[config.mk]
export PLATFORM = sky130hd
export DESIGN_NAME = vec_vcfg_issue_flat
export DESIGN_NICKNAME = d
export VERILOG_FILES = /design/src/rtl/vec_vcfg_issue_pkg.sv /design/src/rtl/vec_vcfg_issue_if.sv /design/src/rtl/vec_vl_calc.sv /design/src/rtl/vec_vcfg_issue.sv /design/src/flat_wrapper.sv
export SDC_FILE = /design/constraint.sdc
export NUM_CORES = 1
export LEC_CHECK = 0
export ABC_AREA = 1
export CORE_UTILIZATION = 46
export DETAILED_ROUTE_END_ITERATION = 6
export PLACE_DENSITY = 0.82
export SLEW_MARGIN = 15
export SYNTH_ARGS = -nofsm -noshare
export SYNTH_HDL_FRONTEND = slang
export SYNTH_SLANG_ARGS = --single-unit
[constraint.sdc]
create_clock -name clk -period 2.85 [get_ports clk]
set_input_delay 0.57 -clock clk [delete_from_list [all_inputs] [get_ports clk]]
set_output_delay 0.57 -clock clk [all_outputs]
set_load 0.01 [all_outputs]
[src/rtl/vec_vcfg_issue_pkg.sv]
// Shared types and constants for the vector configuration (vsetvl*) issue unit.
package vec_vcfg_issue_pkg;

  typedef logic [2:0] vcfg_state_e;
  localparam vcfg_state_e ST_IDLE  = 3'd0;
  localparam vcfg_state_e ST_CALC  = 3'd1;
  localparam vcfg_state_e ST_WRITE = 3'd2;
  localparam vcfg_state_e ST_WAIT  = 3'd3;
  localparam vcfg_state_e ST_RESP  = 3'd4;

  localparam logic [6:0] OPC_VEC    = 7'b1010111;
  localparam logic [2:0] FUNCT3_CFG = 3'b111;

  typedef enum logic [2:0] {LMUL_1 = 3'd0, LMUL_2, LMUL_4, LMUL_8} vlmul_e;
  typedef enum logic [2:0] {EW8 = 3'd0, EW16, EW32, EW64} vew_e;

  typedef struct packed {
    logic   vma;
    logic   vta;
    vew_e   vsew;
    vlmul_e vlmul;
  } csr_vtype_s;

  typedef enum logic [1:0] {CFG_NONE, CFG_VSETVLI, CFG_VSETIVLI, CFG_VSETVL} cfg_kind_e;

  // inst[31:30]=2'b10 is only vsetvl when inst[29:25] are all zero.
  function automatic cfg_kind_e decode_cfg(input logic [31:0] inst);
    if (inst[6:0] != OPC_VEC || inst[14:12] != FUNCT3_CFG) return CFG_NONE;
    if (!inst[31]) return CFG_VSETVLI;
    if (inst[30]) return CFG_VSETIVLI;
    if (inst[29:25] == 5'b00000) return CFG_VSETVL;
    return CFG_NONE;
  endfunction

endpackage

[src/rtl/vec_vcfg_issue_if.sv]
// Scalar-core issue/response channel of the vector configuration unit.
interface vec_vcfg_issue_if #(
  parameter int unsigned XLEN = 32
);
  logic            inst_valid;
  logic            inst_ready;
  logic [XLEN-1:0] inst;
  logic [XLEN-1:0] rs1_data;
  logic [XLEN-1:0] rs2_data;
  logic            rd_valid;
  logic            rd_ready;
  logic [4:0]      rd_addr;
  logic            rd_we;
  logic [XLEN-1:0] rd_data;
  logic            vcfg_err;

  modport master (
    output inst_valid, inst, rs1_data, rs2_data, rd_ready,
    input  inst_ready, rd_valid, rd_addr, rd_we, rd_data, vcfg_err
  );

  modport slave (
    input  inst_valid, inst, rs1_data, rs2_data, rd_ready,
    output inst_ready, rd_valid, rd_addr, rd_we, rd_data, vcfg_err
  );
endinterface

[src/rtl/vec_vl_calc.sv]
// Combinational vtype legality check, VLMAX and vl computation.
module vec_vl_calc #(
  parameter int unsigned XLEN = 32,
  parameter int unsigned VLEN = 512
) (
  input  logic [XLEN-1:0] vtype,
  input  logic [XLEN-1:0] avl,
  output logic [XLEN-1:0] vl,
  output logic            vtype_illegal
);
  logic [2:0]      vsew;
  logic [2:0]      vlmul;
  logic [XLEN-1:0] vlmax;

  always_comb begin
    vsew  = vtype[5:3];
    vlmul = vtype[2:0];
    // Only integer LMUL and SEW up to 64 are supported; anything above bit 7 is reserved.
    vtype_illegal = vsew[2] | vlmul[2] | ((vtype >> 8) != '0);
    vlmax = (XLEN'(VLEN) >> (3 + vsew[1:0])) << vlmul[1:0];
    vl    = (avl < vlmax) ? avl : vlmax;
  end
endmodule

[src/rtl/vec_vcfg_issue.sv]
// Vector configuration CSR writer: executes vsetvli/vsetivli/vsetvl, writes vl/vtype, returns vl.
module vec_vcfg_issue
  import vec_vcfg_issue_pkg::*;
#(
  parameter int unsigned XLEN         = 32,
  parameter int unsigned VLEN         = 512,
  parameter int unsigned DONE_TIMEOUT = 8
) (
  input  logic            clk,
  input  logic            rst,
  vec_vcfg_issue_if.slave issue,
  input  logic [XLEN-1:0] cur_vl,
  output logic            csrwr_en,
  output logic [XLEN-1:0] scalar1,
  output logic [XLEN-1:0] scalar2,
  input  logic            csr_done
);
  localparam int unsigned CW = $clog2(DONE_TIMEOUT + 1);

  vcfg_state_e     state;
  logic [4:0]      rd_q;
  logic [XLEN-1:0] avl_q;
  logic [XLEN-1:0] vtype_q;
  logic            err_q;
  logic [CW-1:0]   cnt;

  cfg_kind_e       kind;
  logic [4:0]      f_rd;
  logic [4:0]      f_rs1;
  logic [XLEN-1:0] avl_d;
  logic [XLEN-1:0] vtype_d;
  logic            accept;
  logic [XLEN-1:0] calc_vl;
  logic            calc_illegal;

  assign issue.inst_ready = !rst && (state == ST_IDLE);

  always_comb begin
    kind    = decode_cfg(issue.inst[31:0]);
    f_rd    = issue.inst[11:7];
    f_rs1   = issue.inst[19:15];
    accept  = issue.inst_valid && issue.inst_ready && (kind != CFG_NONE);
    vtype_d = '0;
    avl_d   = '0;
    case (kind)
      CFG_VSETVLI:  vtype_d = XLEN'(issue.inst[30:20]);
      CFG_VSETIVLI: vtype_d = XLEN'(issue.inst[29:20]);
      CFG_VSETVL:   vtype_d = issue.rs2_data;
      default:      vtype_d = '0;
    endcase
    if (kind == CFG_VSETIVLI) avl_d = XLEN'(f_rs1);
    else if (f_rs1 != 5'd0)   avl_d = issue.rs1_data;
    else if (f_rd != 5'd0)    avl_d = '1;
    else                      avl_d = cur_vl;
  end

  vec_vl_calc #(
    .XLEN (XLEN),
    .VLEN (VLEN)
  ) u_vl_calc (
    .vtype         (vtype_q),
    .avl           (avl_q),
    .vl            (calc_vl),
    .vtype_illegal (calc_illegal)
  );

  always_ff @(posedge clk) begin
    if (rst) begin
      state          <= ST_IDLE;
      rd_q           <= '0;
      avl_q          <= '0;
      vtype_q        <= '0;
      err_q          <= 1'b0;
      cnt            <= '0;
      csrwr_en       <= 1'b0;
      scalar1        <= '0;
      scalar2        <= '0;
      issue.rd_valid <= 1'b0;
      issue.rd_addr  <= '0;
      issue.rd_we    <= 1'b0;
      issue.rd_data  <= '0;
      issue.vcfg_err <= 1'b0;
    end else begin
      csrwr_en <= 1'b0;
      case (state)
        ST_IDLE: begin
          if (accept) begin
            rd_q    <= f_rd;
            avl_q   <= avl_d;
            vtype_q <= vtype_d;
            state   <= ST_CALC;
          end
        end
        ST_CALC: begin
          scalar1  <= calc_illegal ? '0 : calc_vl;
          scalar2  <= calc_illegal ? {1'b1, {(XLEN-1){1'b0}}} : {{(XLEN-8){1'b0}}, vtype_q[7:0]};
          err_q    <= calc_illegal;
          csrwr_en <= 1'b1;
          state    <= ST_WRITE;
        end
        ST_WRITE: begin
          cnt   <= '0;
          state <= ST_WAIT;
        end
        ST_WAIT: begin
          // csr_done wins over a timeout landing in the same cycle.
          if (csr_done) begin
            issue.rd_valid <= 1'b1;
            issue.rd_addr  <= rd_q;
            issue.rd_we    <= (rd_q != 5'd0) && !err_q;
            issue.rd_data  <= err_q ? '0 : scalar1;
            issue.vcfg_err <= err_q;
            cnt            <= '0;
            state          <= ST_RESP;
          end else if (cnt == CW'(DONE_TIMEOUT - 1)) begin
            issue.rd_valid <= 1'b1;
            issue.rd_addr  <= rd_q;
            issue.rd_we    <= 1'b0;
            issue.rd_data  <= '0;
            issue.vcfg_err <= 1'b1;
            cnt            <= '0;
            state          <= ST_RESP;
          end else begin
            cnt <= cnt + 1'b1;
          end
        end
        ST_RESP: begin
          if (issue.rd_ready) begin
            issue.rd_valid <= 1'b0;
            issue.rd_we    <= 1'b0;
            issue.rd_data  <= '0;
            issue.vcfg_err <= 1'b0;
            state          <= ST_IDLE;
          end
        end
        default: state <= ST_IDLE;
      endcase
    end
  end
endmodule

[src/flat_wrapper.sv]
// flat-port wrapper written by rule: the top's interface ports become plain ports
module vec_vcfg_issue_flat import vec_vcfg_issue_pkg::*;
#(
  parameter int unsigned XLEN         = 32,
  parameter int unsigned VLEN         = 512,
  parameter int unsigned DONE_TIMEOUT = 8
)
  (clk, rst, cur_vl, csrwr_en, scalar1, scalar2, csr_done, issue_inst_valid, issue_inst, issue_rs1_data, issue_rs2_data, issue_rd_ready, issue_inst_ready, issue_rd_valid, issue_rd_addr, issue_rd_we, issue_rd_data, issue_vcfg_err);
  vec_vcfg_issue_if #(.XLEN(XLEN)) issue_i ();
  input  logic clk;
  input  logic rst;
  input  logic [XLEN-1:0] cur_vl;
  output logic csrwr_en;
  output logic [XLEN-1:0] scalar1;
  output logic [XLEN-1:0] scalar2;
  input  logic csr_done;
  input wire logic [$bits(issue_i.inst_valid)-1:0] issue_inst_valid;
  input wire logic [$bits(issue_i.inst)-1:0] issue_inst;
  input wire logic [$bits(issue_i.rs1_data)-1:0] issue_rs1_data;
  input wire logic [$bits(issue_i.rs2_data)-1:0] issue_rs2_data;
  input wire logic [$bits(issue_i.rd_ready)-1:0] issue_rd_ready;
  output wire logic [$bits(issue_i.inst_ready)-1:0] issue_inst_ready;
  output wire logic [$bits(issue_i.rd_valid)-1:0] issue_rd_valid;
  output wire logic [$bits(issue_i.rd_addr)-1:0] issue_rd_addr;
  output wire logic [$bits(issue_i.rd_we)-1:0] issue_rd_we;
  output wire logic [$bits(issue_i.rd_data)-1:0] issue_rd_data;
  output wire logic [$bits(issue_i.vcfg_err)-1:0] issue_vcfg_err;
  assign issue_i.inst_valid = issue_inst_valid;
  assign issue_i.inst = issue_inst;
  assign issue_i.rs1_data = issue_rs1_data;
  assign issue_i.rs2_data = issue_rs2_data;
  assign issue_i.rd_ready = issue_rd_ready;
  assign issue_inst_ready = issue_i.inst_ready;
  assign issue_rd_valid = issue_i.rd_valid;
  assign issue_rd_addr = issue_i.rd_addr;
  assign issue_rd_we = issue_i.rd_we;
  assign issue_rd_data = issue_i.rd_data;
  assign issue_vcfg_err = issue_i.vcfg_err;
  vec_vcfg_issue #(.XLEN(XLEN), .VLEN(VLEN), .DONE_TIMEOUT(DONE_TIMEOUT)) u_core (.clk(clk), .rst(rst), .issue(issue_i), .cur_vl(cur_vl), .csrwr_en(csrwr_en), .scalar1(scalar1), .scalar2(scalar2), .csr_done(csr_done));
endmodule
==> impl_metrics.toml <==
[power_and_ir_drop]
post-layout-total-power_uw = 4820
cellPowerDensity_nw_per_um2 = 487
seq_power_share_pct = 46.2
power.leakage_uw = 0.00405
clkPwrFrac_pct = 45.2
intPower_uw = 3710
sw_frac_of_total_pct = 23.0
p_comb_share_pct = 8.7
net_switching_power_figure_uw = 1110
irDropWorstVdd_uv = 482

[setup_path]
cp.arrival_ns = 2.74
critPathLaunchType = "flop"
critical_path_class = "flop to flop"
timing.critical_path.from = "u_core.vtype_q[3]"
endpoint_required_time_on_the_critical_path_ns = 3.19
setup.worst_path.end = "u_core.scalar1[2]"
rr_worst_depth = 14
crit_fanout = 8
r2r-end = "u_core.scalar1[2]"
setup.reg_to_reg.worst_slack_ns = 0.45
rr_startpoint = "u_core.vtype_q[3]"
timing.critical_path.to_type = "flop"

[placement]
dpl.cell_count = 1390
placedInstanceArea_um2 = 9320
dpl.hpwl_um = 13400
buffer_ports.inserted = 215
place_congestion = 0.870

[global_route]
grt_util_met3_pct = 4.09
grt.met1_usage_pct = 30.2
grt.total_usage_pct = 23.2
grt_first_pass_wirelength_um = 30300
globalRouteMet2Util_pct = 38.0
antenna_violations_before_repair = 0
grt_overflow_total = 0
grt_max_degree = 68
layer_with_the_highest_usage = "met2"
first_global_vias = 6443

[synth]
async_reset_ff_share_pct = 0
synth_xor_xnor_area_share_pct = 0
synth.top_cells.by_count = "299 x sky130_fd_sc_hd__nand2_1, 158 x sky130_fd_sc_hd__dfxtp_1, 112 x sky130_fd_sc_hd__nor2_1"
synth-simple-area-share_pct = 29.2
yosys-mux-area-fraction_pct = 0
synth_edf_count = 0
synth_cell_type_count = 32
post_synth_fa_ha_maj_area_fraction_pct = 1.41
synth_top_area_cell = "sky130_fd_sc_hd__dfxtp_1"
synthesis.instances = 1024
top_reg_cell_synth = "sky130_fd_sc_hd__dfxtp_1"
synth-seq-area-share_pct = 44.4
synth_area_leaders = "sky130_fd_sc_hd__dfxtp_1 44%, sky130_fd_sc_hd__nand2_1 16%, sky130_fd_sc_hd__a21oi_1 7.7%"
ys_warn_count = 0
synth_top_family_by_area = "simple AND/OR/NAND/NOR gates"
post_synthesis_compound_gate_area_fraction_pct = 15.2
mappedNetlistArea_um2 = 7120
syn_avg_cell_area_um2 = 6.95
ys_seq_elements = 158
synth_most_common_cell = "sky130_fd_sc_hd__nand2_1"
yosysTopAreaCellShare_pct = 44.4

[layout]
final_layout_size_suffix_gt1_share_pct = 6.16
finalNetCount = 1362
layout-area-overhead-vs-synth_pct = 38.9
n_antenna_cell = 0
multi_input_comb_area_um2 = 3350
seq_area_um2 = 3160
finish.instance_area_um2 = 9890
fillerInstances = 1347
post_layout_nonfiller_instances = 1421
final_core_utilization_pct = 65.3

[sta]
hold_fails_final_rpt = 0
setup_viol = 0
post-route-period-util_pct = 84.2
maxClockFrequency_mhz = 417
slew-limit-headroom_pct = 38.5
final.min_clock_period_ns = 2.40
setup_total_negative_slack_ns = 0
slew_at_the_pin_closest_to_its_max_slew_limit_ns = 0.922
final_max_slew_viol_count = 0
rsz_0062_raised_after_global_routing = "no"
final.setup_skew_ns = 0.00831

[detailed_routing]
wirelength_um = 18300
drt_first_iter_violations = 390
drt_drc_violations_left = 2
dr_total_vias = 7090
postRouteAntennaNets = 0
vias_per_cell = 4.99
wl_per_cell_um = 12.9
detail_route.first_pass.iterations = 7

[clock_network]
postCtsSetupRepairBufs = 0
postCtsHoldBufs = 0
cts-buffers-inserted = 17
htree_levels = 4
cts_tree = "done"
clockRootBuffer = "sky130_fd_sc_hd__clkbuf_16"
clock_pin_slew_of_the_registers_on_the_worst_case_setup_and_hold_paths_ns = 0.06
clock_insertion_delay_worst_skew_ns = 0.42
post_cts_repair_resize_count = 0
cts-root-to-sink-buffers = 2
cts.sink_count = 158

[outcome]
outcome = "finished, violations left"
violations = "DRC"

[floorplanning]
io-pin-count = 239
die_w_um = 126
std_cell_core_area_um2 = 15100
design.die.area_um2 = 16000
rows = 45
fp.dieH_um = 126
start_util_pct = 47.0

[flow_run]
timing.max_cap.violations = 0

[hold_path]
worst_hold_startpoint = "u_core.scalar1[12]"
timing.hold.worst.class = "flop to flop"
metrics by stage:
stage	setup WS, ns	hold slack, ns
6_report	0.451	0.452
5_1_grt	0.185	0.476
4_1_cts	0.432	0.454
3_5_place_dp	0.357	0.444
3_3_place_gp	0.425	0.444
2_1_floorplan	0.831	0.440
layout by cell type (no fill, tap or decap), types with 6 or more instances in the layout:
cell / n
sky130_fd_sc_hd__buf_4: 24
sky130_fd_sc_hd__ha_1: 8
sky130_fd_sc_hd__inv_1: 63
sky130_fd_sc_hd__nor3_1: 6
sky130_fd_sc_hd__nand2_1: 299
sky130_fd_sc_hd__clkbuf_16: 17
sky130_fd_sc_hd__nand4_1: 6
sky130_fd_sc_hd__o211ai_1: 9
sky130_fd_sc_hd__nor2_1: 111
sky130_fd_sc_hd__dfxtp_1: 158
sky130_fd_sc_hd__a21oi_1: 110
sky130_fd_sc_hd__conb_1: 23
sky130_fd_sc_hd__nand3_1: 55
sky130_fd_sc_hd__clkdlybuf4s50_1: 214
sky130_fd_sc_hd__a211oi_1: 6
sky130_fd_sc_hd__o21ai_0: 78
state kept, by name, summed over array words and instances, names as in the netlist, 3 cells and up:
name / flops
u_core.avl_q: 32
u_core.issue.rd_data: 32
u_core.scalar1: 32
u_core.vtype_q: 32
u_core.scalar2: 9
u_core.issue.rd_addr: 5
u_core.rd_q: 5
u_core.cnt: 4
u_core.state: 3
layout make-up:
cell class / instances / area share (%)
Multi-Input combinational cell: 741 / 33.9
Inverter: 65 / 2.47
Timing Repair Buffer: 238 / 23.5
Tap cell: 188 / 2.38
Sequential cell: 158 / 32.0
Clock buffer: 20 / 4.72
Clock inverter: 11 / 1.09
worst max-delay path: stages, from the launching register on:
cell	delay [ns]
sky130_fd_sc_hd__dfxtp_1	0.48
sky130_fd_sc_hd__nor2_1	0.10
sky130_fd_sc_hd__inv_1	0.07
sky130_fd_sc_hd__o21ai_0	0.09
sky130_fd_sc_hd__o21ai_0	0.28
sky130_fd_sc_hd__ha_1	0.29
sky130_fd_sc_hd__nand2_1	0.08
sky130_fd_sc_hd__inv_1	0.04
sky130_fd_sc_hd__nand2_1	0.05
sky130_fd_sc_hd__nand3_1	0.07
sky130_fd_sc_hd__nand2_1	0.21
sky130_fd_sc_hd__nand2_2	0.16
sky130_fd_sc_hd__inv_1	0.12
sky130_fd_sc_hd__nand3_1	0.10
sky130_fd_sc_hd__a21oi_1	0.17
power by group through the flow:
stage / logic, uW / registers (uW) / clock network (uW)
global placement: 415 / 2270 / 0
floorplan: 196 / 2270 / 0
CTS: 419 / 2220 / 2210
global route: 457 / 2220 / 2310
finish: 417 / 2220 / 2180
detailed placement: 418 / 2270 / 0
kinds of logic (layout without fill, tap and decap cells):
| kind of cell | count (synthesis) | after routing |
|---|---|---|
| AO/OA/AOI/OAI | 207 | 207 |
| adder cells (fa/ha/maj) | 8 | 8 |
| flip-flops | 158 | 158 |
| AND/OR/NAND/NOR | 503 | 503 |
| buffers and inverters | 147 | 334 |
| other | 1 | 23 |
routing by layer:
metal,vias to the layer above,routed length [um]
met1,3203,8410
met2,213,8600
li1,3641,-
met3,33,849
met4,0,490
met5,-,0
how the worst min path moves through the flow:
stage,endpoint,cells past startpoint
2_1_floorplan,u_core.scalar2[6],2
3_3_place_gp,u_core.scalar1[12],2
3_5_place_dp,u_core.scalar1[12],2
4_1_cts,u_core.scalar1[12],2
5_1_grt,u_core.scalar1[21],2
6_report,u_core.scalar1[12],2
No activity file was read; power rests on OpenSTA's default activity.
